==> src/rtl/ibex_wb_queue_if.sv <==
// Bundle between ID/EX and the multi-entry writeback queue: push side, LSU response side,
// forwarding lookups and the register-file write port.
interface ibex_wb_queue_if #(
   parameter int unsigned Depth = 2
);
   localparam int unsigned CntW = $clog2(Depth + 1);

   logic            en_wb_i;
   logic [1:0]      instr_type_wb_i;
   logic [31:0]     pc_id_i;
   logic            instr_is_compressed_id_i;
   logic            instr_perf_count_id_i;
   logic [4:0]      rf_waddr_id_i;
   logic [31:0]     rf_wdata_id_i;
   logic            rf_we_id_i;
   logic            lsu_resp_valid_i;
   logic            lsu_resp_err_i;
   logic [31:0]     rf_wdata_lsu_i;
   logic            rf_we_lsu_i;
   logic [4:0]      rf_raddr_a_i;
   logic [4:0]      rf_raddr_b_i;
   logic            fwd_a_hit_o;
   logic [31:0]     fwd_a_data_o;
   logic            fwd_a_stall_o;
   logic            fwd_b_hit_o;
   logic [31:0]     fwd_b_data_o;
   logic            fwd_b_stall_o;
   logic            ready_wb_o;
   logic [4:0]      rf_waddr_wb_o;
   logic [31:0]     rf_wdata_wb_o;
   logic            rf_we_wb_o;
   logic            outstanding_load_wb_o;
   logic            outstanding_store_wb_o;
   logic [31:0]     pc_wb_o;
   logic            instr_done_wb_o;
   logic            perf_instr_ret_wb_o;
   logic            perf_instr_ret_compressed_wb_o;
   logic [CntW-1:0] occupancy_o;

   modport master (
      output en_wb_i, instr_type_wb_i, pc_id_i, instr_is_compressed_id_i,
             instr_perf_count_id_i, rf_waddr_id_i, rf_wdata_id_i, rf_we_id_i,
             lsu_resp_valid_i, lsu_resp_err_i, rf_wdata_lsu_i, rf_we_lsu_i,
             rf_raddr_a_i, rf_raddr_b_i,
      input  fwd_a_hit_o, fwd_a_data_o, fwd_a_stall_o, fwd_b_hit_o, fwd_b_data_o,
             fwd_b_stall_o, ready_wb_o, rf_waddr_wb_o, rf_wdata_wb_o, rf_we_wb_o,
             outstanding_load_wb_o, outstanding_store_wb_o, pc_wb_o, instr_done_wb_o,
             perf_instr_ret_wb_o, perf_instr_ret_compressed_wb_o, occupancy_o
   );

   modport slave (
      input  en_wb_i, instr_type_wb_i, pc_id_i, instr_is_compressed_id_i,
             instr_perf_count_id_i, rf_waddr_id_i, rf_wdata_id_i, rf_we_id_i,
             lsu_resp_valid_i, lsu_resp_err_i, rf_wdata_lsu_i, rf_we_lsu_i,
             rf_raddr_a_i, rf_raddr_b_i,
      output fwd_a_hit_o, fwd_a_data_o, fwd_a_stall_o, fwd_b_hit_o, fwd_b_data_o,
             fwd_b_stall_o, ready_wb_o, rf_waddr_wb_o, rf_wdata_wb_o, rf_we_wb_o,
             outstanding_load_wb_o, outstanding_store_wb_o, pc_wb_o, instr_done_wb_o,
             perf_instr_ret_wb_o, perf_instr_ret_compressed_wb_o, occupancy_o
   );
endinterface

==> src/rtl/ibex_wb_queue.sv <==
// Multi-entry in-order writeback queue: retires from the head, lets ID/EX issue behind
// outstanding LSU ops and provides youngest-match operand forwarding / load-use stalls.
module ibex_wb_queue #(
   parameter int unsigned Depth    = 2,
   parameter bit          ResetAll = 1'b0
) (
   input logic            clk_i,
   input logic            rst_ni,
   ibex_wb_queue_if.slave io_wb
);
   localparam int unsigned PtrW = (Depth > 1) ? $clog2(Depth) : 1;
   localparam int unsigned CntW = $clog2(Depth + 1);

   localparam logic [1:0] WbLoad  = 2'b00;
   localparam logic [1:0] WbStore = 2'b01;
   localparam logic [1:0] WbOther = 2'b10;

   typedef struct packed {
      logic [1:0]  ty;
      logic [31:0] pc;
      logic        comp;
      logic        perf;
      logic [4:0]  waddr;
      logic [31:0] wdata;
      logic        we;
   } entry_t;

   entry_t          r_entry [Depth];
   logic [Depth-1:0] r_valid;
   logic [PtrW-1:0] r_head, r_tail;
   logic [CntW-1:0] r_count;

   entry_t          w_head, w_push_entry;
   logic            w_head_valid, w_retire, w_ready, w_push, w_lsu_we, w_rf_we, w_perf;
   logic [PtrW-1:0] w_slot [Depth];
   logic [4:0]      w_raddr [2];
   logic [1:0]      w_fwd_hit, w_fwd_stall;
   logic [31:0]     w_fwd_data [2];

   function automatic logic [PtrW-1:0] inc_ptr(input logic [PtrW-1:0] p);
      return (p == PtrW'(Depth - 1)) ? '0 : p + 1'b1;
   endfunction

   assign w_head       = r_entry[r_head];
   assign w_head_valid = r_valid[r_head];
   assign w_retire     = w_head_valid & ((w_head.ty == WbOther) | io_wb.lsu_resp_valid_i);
   // A full queue still accepts a push when the head leaves in the same cycle.
   assign w_ready      = (r_count < CntW'(Depth)) | w_retire;
   assign w_push       = io_wb.en_wb_i & w_ready;
   assign w_lsu_we     = io_wb.rf_we_lsu_i & w_retire & (w_head.ty == WbLoad);
   assign w_rf_we      = (w_retire & (w_head.ty == WbOther) & w_head.we) | w_lsu_we;
   assign w_perf       = w_retire & w_head.perf &
                         ~(io_wb.lsu_resp_valid_i & io_wb.lsu_resp_err_i);

   assign w_push_entry = '{ty:    io_wb.instr_type_wb_i,
                           pc:    io_wb.pc_id_i,
                           comp:  io_wb.instr_is_compressed_id_i,
                           perf:  io_wb.instr_perf_count_id_i,
                           waddr: io_wb.rf_waddr_id_i,
                           wdata: io_wb.rf_wdata_id_i,
                           we:    io_wb.rf_we_id_i};

   always_ff @(posedge clk_i or negedge rst_ni) begin
      if (!rst_ni) begin
         r_valid <= '0;
         r_head  <= '0;
         r_tail  <= '0;
         r_count <= '0;
      end else begin
         if (w_retire) begin
            r_valid[r_head] <= 1'b0;
            r_head          <= inc_ptr(r_head);
         end
         if (w_push) begin
            r_valid[r_tail] <= 1'b1;
            r_tail          <= inc_ptr(r_tail);
         end
         if (w_push && !w_retire) begin
            r_count <= r_count + 1'b1;
         end else if (!w_push && w_retire) begin
            r_count <= r_count - 1'b1;
         end
      end
   end

   if (ResetAll) begin : g_payload_rst
      always_ff @(posedge clk_i or negedge rst_ni) begin
         if (!rst_ni) begin
            for (int i = 0; i < Depth; i++) r_entry[i] <= '0;
         end else if (w_push) begin
            r_entry[r_tail] <= w_push_entry;
         end
      end
   end else begin : g_payload_norst
      always_ff @(posedge clk_i) begin
         if (w_push) r_entry[r_tail] <= w_push_entry;
      end
   end

   // Slot index of the k-th oldest position, so later matches are younger.
   always_comb begin
      for (int k = 0; k < Depth; k++) begin
         w_slot[k] = (int'(r_head) + k >= Depth) ? PtrW'(int'(r_head) + k - Depth)
                                                 : PtrW'(int'(r_head) + k);
      end
   end

   assign w_raddr[0] = io_wb.rf_raddr_a_i;
   assign w_raddr[1] = io_wb.rf_raddr_b_i;

   always_comb begin
      for (int op = 0; op < 2; op++) begin
         w_fwd_hit[op]   = 1'b0;
         w_fwd_stall[op] = 1'b0;
         w_fwd_data[op]  = '0;
         for (int k = 0; k < Depth; k++) begin
            if (r_valid[w_slot[k]] && (w_raddr[op] != 5'd0) &&
                (r_entry[w_slot[k]].waddr == w_raddr[op]) &&
                (r_entry[w_slot[k]].we || (r_entry[w_slot[k]].ty == WbLoad))) begin
               w_fwd_stall[op] = (r_entry[w_slot[k]].ty == WbLoad);
               w_fwd_hit[op]   = (r_entry[w_slot[k]].ty != WbLoad);
               w_fwd_data[op]  = (r_entry[w_slot[k]].ty == WbLoad) ? '0
                                                                  : r_entry[w_slot[k]].wdata;
            end
         end
      end
   end

   always_comb begin
      io_wb.outstanding_load_wb_o  = 1'b0;
      io_wb.outstanding_store_wb_o = 1'b0;
      for (int i = 0; i < Depth; i++) begin
         if (r_valid[i] && (r_entry[i].ty == WbLoad))  io_wb.outstanding_load_wb_o  = 1'b1;
         if (r_valid[i] && (r_entry[i].ty == WbStore)) io_wb.outstanding_store_wb_o = 1'b1;
      end
      io_wb.ready_wb_o                     = w_ready;
      io_wb.rf_we_wb_o                     = w_rf_we;
      io_wb.rf_waddr_wb_o                  = w_head_valid ? w_head.waddr : 5'd0;
      io_wb.rf_wdata_wb_o                  = w_lsu_we ? io_wb.rf_wdata_lsu_i :
                                             (w_rf_we ? w_head.wdata : 32'd0);
      io_wb.pc_wb_o                        = w_head_valid ? w_head.pc : 32'd0;
      io_wb.instr_done_wb_o                = w_retire;
      io_wb.perf_instr_ret_wb_o            = w_perf;
      io_wb.perf_instr_ret_compressed_wb_o = w_perf & w_head.comp;
      io_wb.occupancy_o                    = r_count;
      io_wb.fwd_a_hit_o                    = w_fwd_hit[0];
      io_wb.fwd_a_stall_o                  = w_fwd_stall[0];
      io_wb.fwd_a_data_o                   = w_fwd_data[0];
      io_wb.fwd_b_hit_o                    = w_fwd_hit[1];
      io_wb.fwd_b_stall_o                  = w_fwd_stall[1];
      io_wb.fwd_b_data_o                   = w_fwd_data[1];
   end

   a_lsu_resp_head : assert property (@(posedge clk_i) disable iff (!rst_ni)
      io_wb.lsu_resp_valid_i |-> (w_head_valid && (w_head.ty != WbOther)));
   a_lsu_we_load : assert property (@(posedge clk_i) disable iff (!rst_ni)
      io_wb.rf_we_lsu_i |-> (io_wb.lsu_resp_valid_i && (w_head.ty == WbLoad)));
endmodule

==> src/flat_wrapper.sv <==
// flat-port wrapper written by rule: the top's interface ports become plain ports
module ibex_wb_queue_flat 
#(
   parameter int unsigned Depth    = 2,
   parameter bit          ResetAll = 1'b0
)
  (clk_i, rst_ni, io_wb_en_wb_i, io_wb_instr_type_wb_i, io_wb_pc_id_i, io_wb_instr_is_compressed_id_i, io_wb_instr_perf_count_id_i, io_wb_rf_waddr_id_i, io_wb_rf_wdata_id_i, io_wb_rf_we_id_i, io_wb_lsu_resp_valid_i, io_wb_lsu_resp_err_i, io_wb_rf_wdata_lsu_i, io_wb_rf_we_lsu_i, io_wb_rf_raddr_a_i, io_wb_rf_raddr_b_i, io_wb_fwd_a_hit_o, io_wb_fwd_a_data_o, io_wb_fwd_a_stall_o, io_wb_fwd_b_hit_o, io_wb_fwd_b_data_o, io_wb_fwd_b_stall_o, io_wb_ready_wb_o, io_wb_rf_waddr_wb_o, io_wb_rf_wdata_wb_o, io_wb_rf_we_wb_o, io_wb_outstanding_load_wb_o, io_wb_outstanding_store_wb_o, io_wb_pc_wb_o, io_wb_instr_done_wb_o, io_wb_perf_instr_ret_wb_o, io_wb_perf_instr_ret_compressed_wb_o, io_wb_occupancy_o);
  ibex_wb_queue_if #(.Depth(Depth)) io_wb_i ();
  input logic clk_i;
  input logic rst_ni;
  input wire logic [$bits(io_wb_i.en_wb_i)-1:0] io_wb_en_wb_i;
  input wire logic [$bits(io_wb_i.instr_type_wb_i)-1:0] io_wb_instr_type_wb_i;
  input wire logic [$bits(io_wb_i.pc_id_i)-1:0] io_wb_pc_id_i;
  input wire logic [$bits(io_wb_i.instr_is_compressed_id_i)-1:0] io_wb_instr_is_compressed_id_i;
  input wire logic [$bits(io_wb_i.instr_perf_count_id_i)-1:0] io_wb_instr_perf_count_id_i;
  input wire logic [$bits(io_wb_i.rf_waddr_id_i)-1:0] io_wb_rf_waddr_id_i;
  input wire logic [$bits(io_wb_i.rf_wdata_id_i)-1:0] io_wb_rf_wdata_id_i;
  input wire logic [$bits(io_wb_i.rf_we_id_i)-1:0] io_wb_rf_we_id_i;
  input wire logic [$bits(io_wb_i.lsu_resp_valid_i)-1:0] io_wb_lsu_resp_valid_i;
  input wire logic [$bits(io_wb_i.lsu_resp_err_i)-1:0] io_wb_lsu_resp_err_i;
  input wire logic [$bits(io_wb_i.rf_wdata_lsu_i)-1:0] io_wb_rf_wdata_lsu_i;
  input wire logic [$bits(io_wb_i.rf_we_lsu_i)-1:0] io_wb_rf_we_lsu_i;
  input wire logic [$bits(io_wb_i.rf_raddr_a_i)-1:0] io_wb_rf_raddr_a_i;
  input wire logic [$bits(io_wb_i.rf_raddr_b_i)-1:0] io_wb_rf_raddr_b_i;
  output wire logic [$bits(io_wb_i.fwd_a_hit_o)-1:0] io_wb_fwd_a_hit_o;
  output wire logic [$bits(io_wb_i.fwd_a_data_o)-1:0] io_wb_fwd_a_data_o;
  output wire logic [$bits(io_wb_i.fwd_a_stall_o)-1:0] io_wb_fwd_a_stall_o;
  output wire logic [$bits(io_wb_i.fwd_b_hit_o)-1:0] io_wb_fwd_b_hit_o;
  output wire logic [$bits(io_wb_i.fwd_b_data_o)-1:0] io_wb_fwd_b_data_o;
  output wire logic [$bits(io_wb_i.fwd_b_stall_o)-1:0] io_wb_fwd_b_stall_o;
  output wire logic [$bits(io_wb_i.ready_wb_o)-1:0] io_wb_ready_wb_o;
  output wire logic [$bits(io_wb_i.rf_waddr_wb_o)-1:0] io_wb_rf_waddr_wb_o;
  output wire logic [$bits(io_wb_i.rf_wdata_wb_o)-1:0] io_wb_rf_wdata_wb_o;
  output wire logic [$bits(io_wb_i.rf_we_wb_o)-1:0] io_wb_rf_we_wb_o;
  output wire logic [$bits(io_wb_i.outstanding_load_wb_o)-1:0] io_wb_outstanding_load_wb_o;
  output wire logic [$bits(io_wb_i.outstanding_store_wb_o)-1:0] io_wb_outstanding_store_wb_o;
  output wire logic [$bits(io_wb_i.pc_wb_o)-1:0] io_wb_pc_wb_o;
  output wire logic [$bits(io_wb_i.instr_done_wb_o)-1:0] io_wb_instr_done_wb_o;
  output wire logic [$bits(io_wb_i.perf_instr_ret_wb_o)-1:0] io_wb_perf_instr_ret_wb_o;
  output wire logic [$bits(io_wb_i.perf_instr_ret_compressed_wb_o)-1:0] io_wb_perf_instr_ret_compressed_wb_o;
  output wire logic [$bits(io_wb_i.occupancy_o)-1:0] io_wb_occupancy_o;
  assign io_wb_i.en_wb_i = io_wb_en_wb_i;
  assign io_wb_i.instr_type_wb_i = io_wb_instr_type_wb_i;
  assign io_wb_i.pc_id_i = io_wb_pc_id_i;
  assign io_wb_i.instr_is_compressed_id_i = io_wb_instr_is_compressed_id_i;
  assign io_wb_i.instr_perf_count_id_i = io_wb_instr_perf_count_id_i;
  assign io_wb_i.rf_waddr_id_i = io_wb_rf_waddr_id_i;
  assign io_wb_i.rf_wdata_id_i = io_wb_rf_wdata_id_i;
  assign io_wb_i.rf_we_id_i = io_wb_rf_we_id_i;
  assign io_wb_i.lsu_resp_valid_i = io_wb_lsu_resp_valid_i;
  assign io_wb_i.lsu_resp_err_i = io_wb_lsu_resp_err_i;
  assign io_wb_i.rf_wdata_lsu_i = io_wb_rf_wdata_lsu_i;
  assign io_wb_i.rf_we_lsu_i = io_wb_rf_we_lsu_i;
  assign io_wb_i.rf_raddr_a_i = io_wb_rf_raddr_a_i;
  assign io_wb_i.rf_raddr_b_i = io_wb_rf_raddr_b_i;
  assign io_wb_fwd_a_hit_o = io_wb_i.fwd_a_hit_o;
  assign io_wb_fwd_a_data_o = io_wb_i.fwd_a_data_o;
  assign io_wb_fwd_a_stall_o = io_wb_i.fwd_a_stall_o;
  assign io_wb_fwd_b_hit_o = io_wb_i.fwd_b_hit_o;
  assign io_wb_fwd_b_data_o = io_wb_i.fwd_b_data_o;
  assign io_wb_fwd_b_stall_o = io_wb_i.fwd_b_stall_o;
  assign io_wb_ready_wb_o = io_wb_i.ready_wb_o;
  assign io_wb_rf_waddr_wb_o = io_wb_i.rf_waddr_wb_o;
  assign io_wb_rf_wdata_wb_o = io_wb_i.rf_wdata_wb_o;
  assign io_wb_rf_we_wb_o = io_wb_i.rf_we_wb_o;
  assign io_wb_outstanding_load_wb_o = io_wb_i.outstanding_load_wb_o;
  assign io_wb_outstanding_store_wb_o = io_wb_i.outstanding_store_wb_o;
  assign io_wb_pc_wb_o = io_wb_i.pc_wb_o;
  assign io_wb_instr_done_wb_o = io_wb_i.instr_done_wb_o;
  assign io_wb_perf_instr_ret_wb_o = io_wb_i.perf_instr_ret_wb_o;
  assign io_wb_perf_instr_ret_compressed_wb_o = io_wb_i.perf_instr_ret_compressed_wb_o;
  assign io_wb_occupancy_o = io_wb_i.occupancy_o;
  ibex_wb_queue #(.Depth(Depth), .ResetAll(ResetAll)) u_core (.clk_i(clk_i), .rst_ni(rst_ni), .io_wb(io_wb_i));
endmodule
==> config.mk <==
export PLATFORM = sky130hd
export DESIGN_NAME = ibex_wb_queue_flat
export DESIGN_NICKNAME = d
export VERILOG_FILES = /design/src/rtl/ibex_wb_queue_if.sv /design/src/rtl/ibex_wb_queue.sv /design/src/flat_wrapper.sv
export SDC_FILE = /design/constraint.sdc
export NUM_CORES = 1
export LEC_CHECK = 0
export CORE_AREA = 2 2 133 135
export CTS_BUF_LIST = sky130_fd_sc_hd__clkbuf_4
export DETAILED_ROUTE_END_ITERATION = 7
export DIE_AREA = 0 0 135 137
export PLACE_DENSITY_LB_ADDON = 0.12
export RECOVER_POWER = 25
export SLEW_MARGIN = 20
export SYNTH_ARGS = -nofsm -noshare
export SYNTH_HDL_FRONTEND = slang
export SYNTH_SLANG_ARGS = --single-unit
==> constraint.sdc <==
create_clock -name clk_i -period 5.74 [get_ports clk_i]
set_clock_uncertainty 0.1 [all_clocks]
set_input_delay 0.574 -clock clk_i [delete_from_list [all_inputs] [get_ports clk_i]]
set_output_delay 0.574 -clock clk_i [all_outputs]
set_load 0.01 [all_outputs]
==> results.toml <==
[run_status]
status = "complete, no violations"

[floorplan]
rows = 48
floorplan.initialDensity_pct = 47.1
die_h_um = 137
dieArea_um2 = 18500
die_x_um = 135
num_io_pins = 268
core_um2 = 17100

[layout]
finalNetCount = 1025
final_core_util_pct = 65.5
layout_common_cells = "212 x clkdlybuf4s50_1, 148 x edfxtp_1, 74 x mux2i_1"
area_growth_pct = 39.2
drive_gt1_share_pct = 6.12
layout_commonest_cell = "clkdlybuf4s50_1"

[grt]
gr-total-overflow = 0
grt_util_all_layers_pct = 23.9
antenna_found_initial = 4
grt_start_max_net_pins = 80
grt_pass1_vias = 6493
grt_pass1_wl_mm = 34.1

[logic_synthesis]
synth.avg_cell_area_um2 = 12.1
ys_types = 49
synth_top_area_share_pct = 55.4
synth-main-ff-cell = "edfxtp_1"
synthesis.area_um2 = 8030
syn-num-nets = 786
synth-edff-count = 148
synthTopCellsByArea = "edfxtp_1 55%, mux2i_1 9.2%, a32oi_1 3.7%, a22o_1 3.6%, a22oi_1 3.4%"
yosys.area.top_type = "edfxtp_1"
yosysWarnings = 0
async_reset_ff_share_pct = 3.90
ys_ff_latch = 154
syn_inst = 663
yosysSeqAreaShare_pct = 57.2

[clocking]
cts_tree = "built"
max-clock-path-buffers = 2
path_clk_slew_ns = 0.13
clk_latency_ns = 0.52
cts_hold_buf = 0
cts_buffers = 17
numClockSinks = 154
cts_resized = 0
cts_max_level = 4
cts_setup_buffers = 0
cts_root_buffer = "clkbuf_4"

[sta]
tightest_slew_ns = 1.15
fin_crit_ns = 4.98
hold_viol_final = 0
setup_viol = 0
timing.fmax_mhz = 201
slew_violations = 0
timing.setup.tns_ns = 0
slew_headroom_pct = 23.4
rsz0062_at_grt = "no"
post-route-period-util_pct = 86.8

[routing]
via_per_inst = 5.76
dr.pass1.iters = 5
wl_per_cell_um = 19.8
drt_iter0_drc = 494
drcViolationCount = 0
ant_nets = 0
vias = 6580
routed_wl_mm = 22.6

[placed_design]
gp_congestion = 0.863
port_buffers = 267
dp.final_hpwl_mm = 15.2

[power]
pwr-share-comb_pct = 48.8
p_per_area_nw_per_um2 = 423
switching_share_pct = 38.5
irDropWorstVdd_mv = 0.246
pwr-share-seq_pct = 36.9
p_leak_nw = 3.88
internal_power_mw = 2.91
power_frac_clock_pct = 14.3
netSwitchingPower_mw = 1.82

[worst_setup_path]
required_ns = 5.07
crit_fanout = 46
start_kind = "flop"
worstSetupPathType = "flop to output pin"
end_kind = "output pin"
r2r_slack_ns = 1.82
arrival_ns = 4.31
r2r_cells = 6

[job]
maxCapViolations = 0

[min_path]
hp-class = "input pin to async pin"
[state kept, by name, indices dropped and copies added, names as in the netlist]
register,cells
u_core.r_tail,1
u_core.io_wb.occupancy_o,2
u_core.r_valid,2
u_core.r_entry,148
u_core.r_head,1
[critical path, cell delays in order (launching register included)]
cell and delay, ns:
dfrtp_4 0.70, mux2i_1 0.40, xnor2_1 0.11, nor2_1 0.28, and4_2 0.96, buf_4 0.38
a21oi_1 0.10, a22oi_1 0.24, clkdlybuf4s50_1 0.58
[synthesized netlist by cell type, types with 6 or more instances]
master	instances
a32oi_1	34
nand2_1	39
clkbuf_1	34
a21oi_1	38
a22oi_1	36
buf_2	12
o21ai_0	25
nand2b_1	6
nor2_1	50
xnor2_1	16
edfxtp_1	148
dfrtp_1	6
mux2i_1	74
a22o_1	33
nand3_1	35
xor2_1	6
o21ai_1	11
[layout make-up]
| cell class | count | area [um2] |
|---|---|---|
| fillers | 1338 | 5880 |
| flip-flops and latches | 154 | 4600 |
| multi-input cells | 449 | 3190 |
| repair buffers | 278 | 2800 |
| well taps | 225 | 282 |
| clock inverters | 15 | 164 |
| clock buffers | 17 | 128 |
| inverters | 2 | 7.51 |
| diodes | 3 | 7.51 |
[stage by stage]
stage                     cells  hold slack (ns)  worst slack (ns)  power (mW)  instance area [um2]
after floorplan             663            0.178             0.493        3.00                 8030
after global placement     1106            0.381              1.37        3.99                10800
after detailed placement   1106            0.416              1.28        4.04                10800
after CTS                  1138            0.138             0.780        4.73                11100
after global routing       1143            0.218             0.533        4.99                11200
final                      1143            0.259             0.760        4.73                11200
[worst paths after layout]
kind / from / to
hold reg to reg: u_core.io_wb.occupancy_o[1] / u_core.io_wb.occupancy_o[1]
setup reg to reg: u_core.r_head / u_core.r_entry[0][72]
min in group clk_i: u_core.io_wb.occupancy_o[1] / u_core.io_wb.occupancy_o[1]
max in group asynchronous: rst_ni / u_core.r_head
setup / recovery: u_core.r_head / io_wb_fwd_a_data_o[17]
hold / removal: rst_ni / u_core.io_wb.occupancy_o[0]
[power by group through the flow]
| stage | logic [mW] | clock network (mW) | registers, mW |
|---|---|---|---|
| finish | 2.31 | 0.678 | 1.74 |
| global route | 2.48 | 0.741 | 1.77 |
| CTS | 2.29 | 0.698 | 1.74 |
| detailed placement | 2.27 | 0 | 1.77 |
| global placement | 2.24 | 0 | 1.76 |
| floorplan | 1.29 | 0 | 1.70 |
[cells by family after synthesis]
family / synth area share [%]
AOI/OAI and AO/OA: 17.2
adders and majority gates: 0.156
buffers and inverters: 3.65
muxes: 10.2
DFF: 57.2
xor gates and xnor gates: 2.40
and+or+nand+nor: 9.10
[metal layers]
layer  global-route usage [%]  vias to the layer above  wire [um]
met5                        0                        -         17
met4                     8.45                        2        333
met3                     7.19                       26       1990
met2                     40.6                      305      11400
met1                     29.0                     3162       8920
li1                         -                     3085          -
Power figures use the tool's default switching activity.
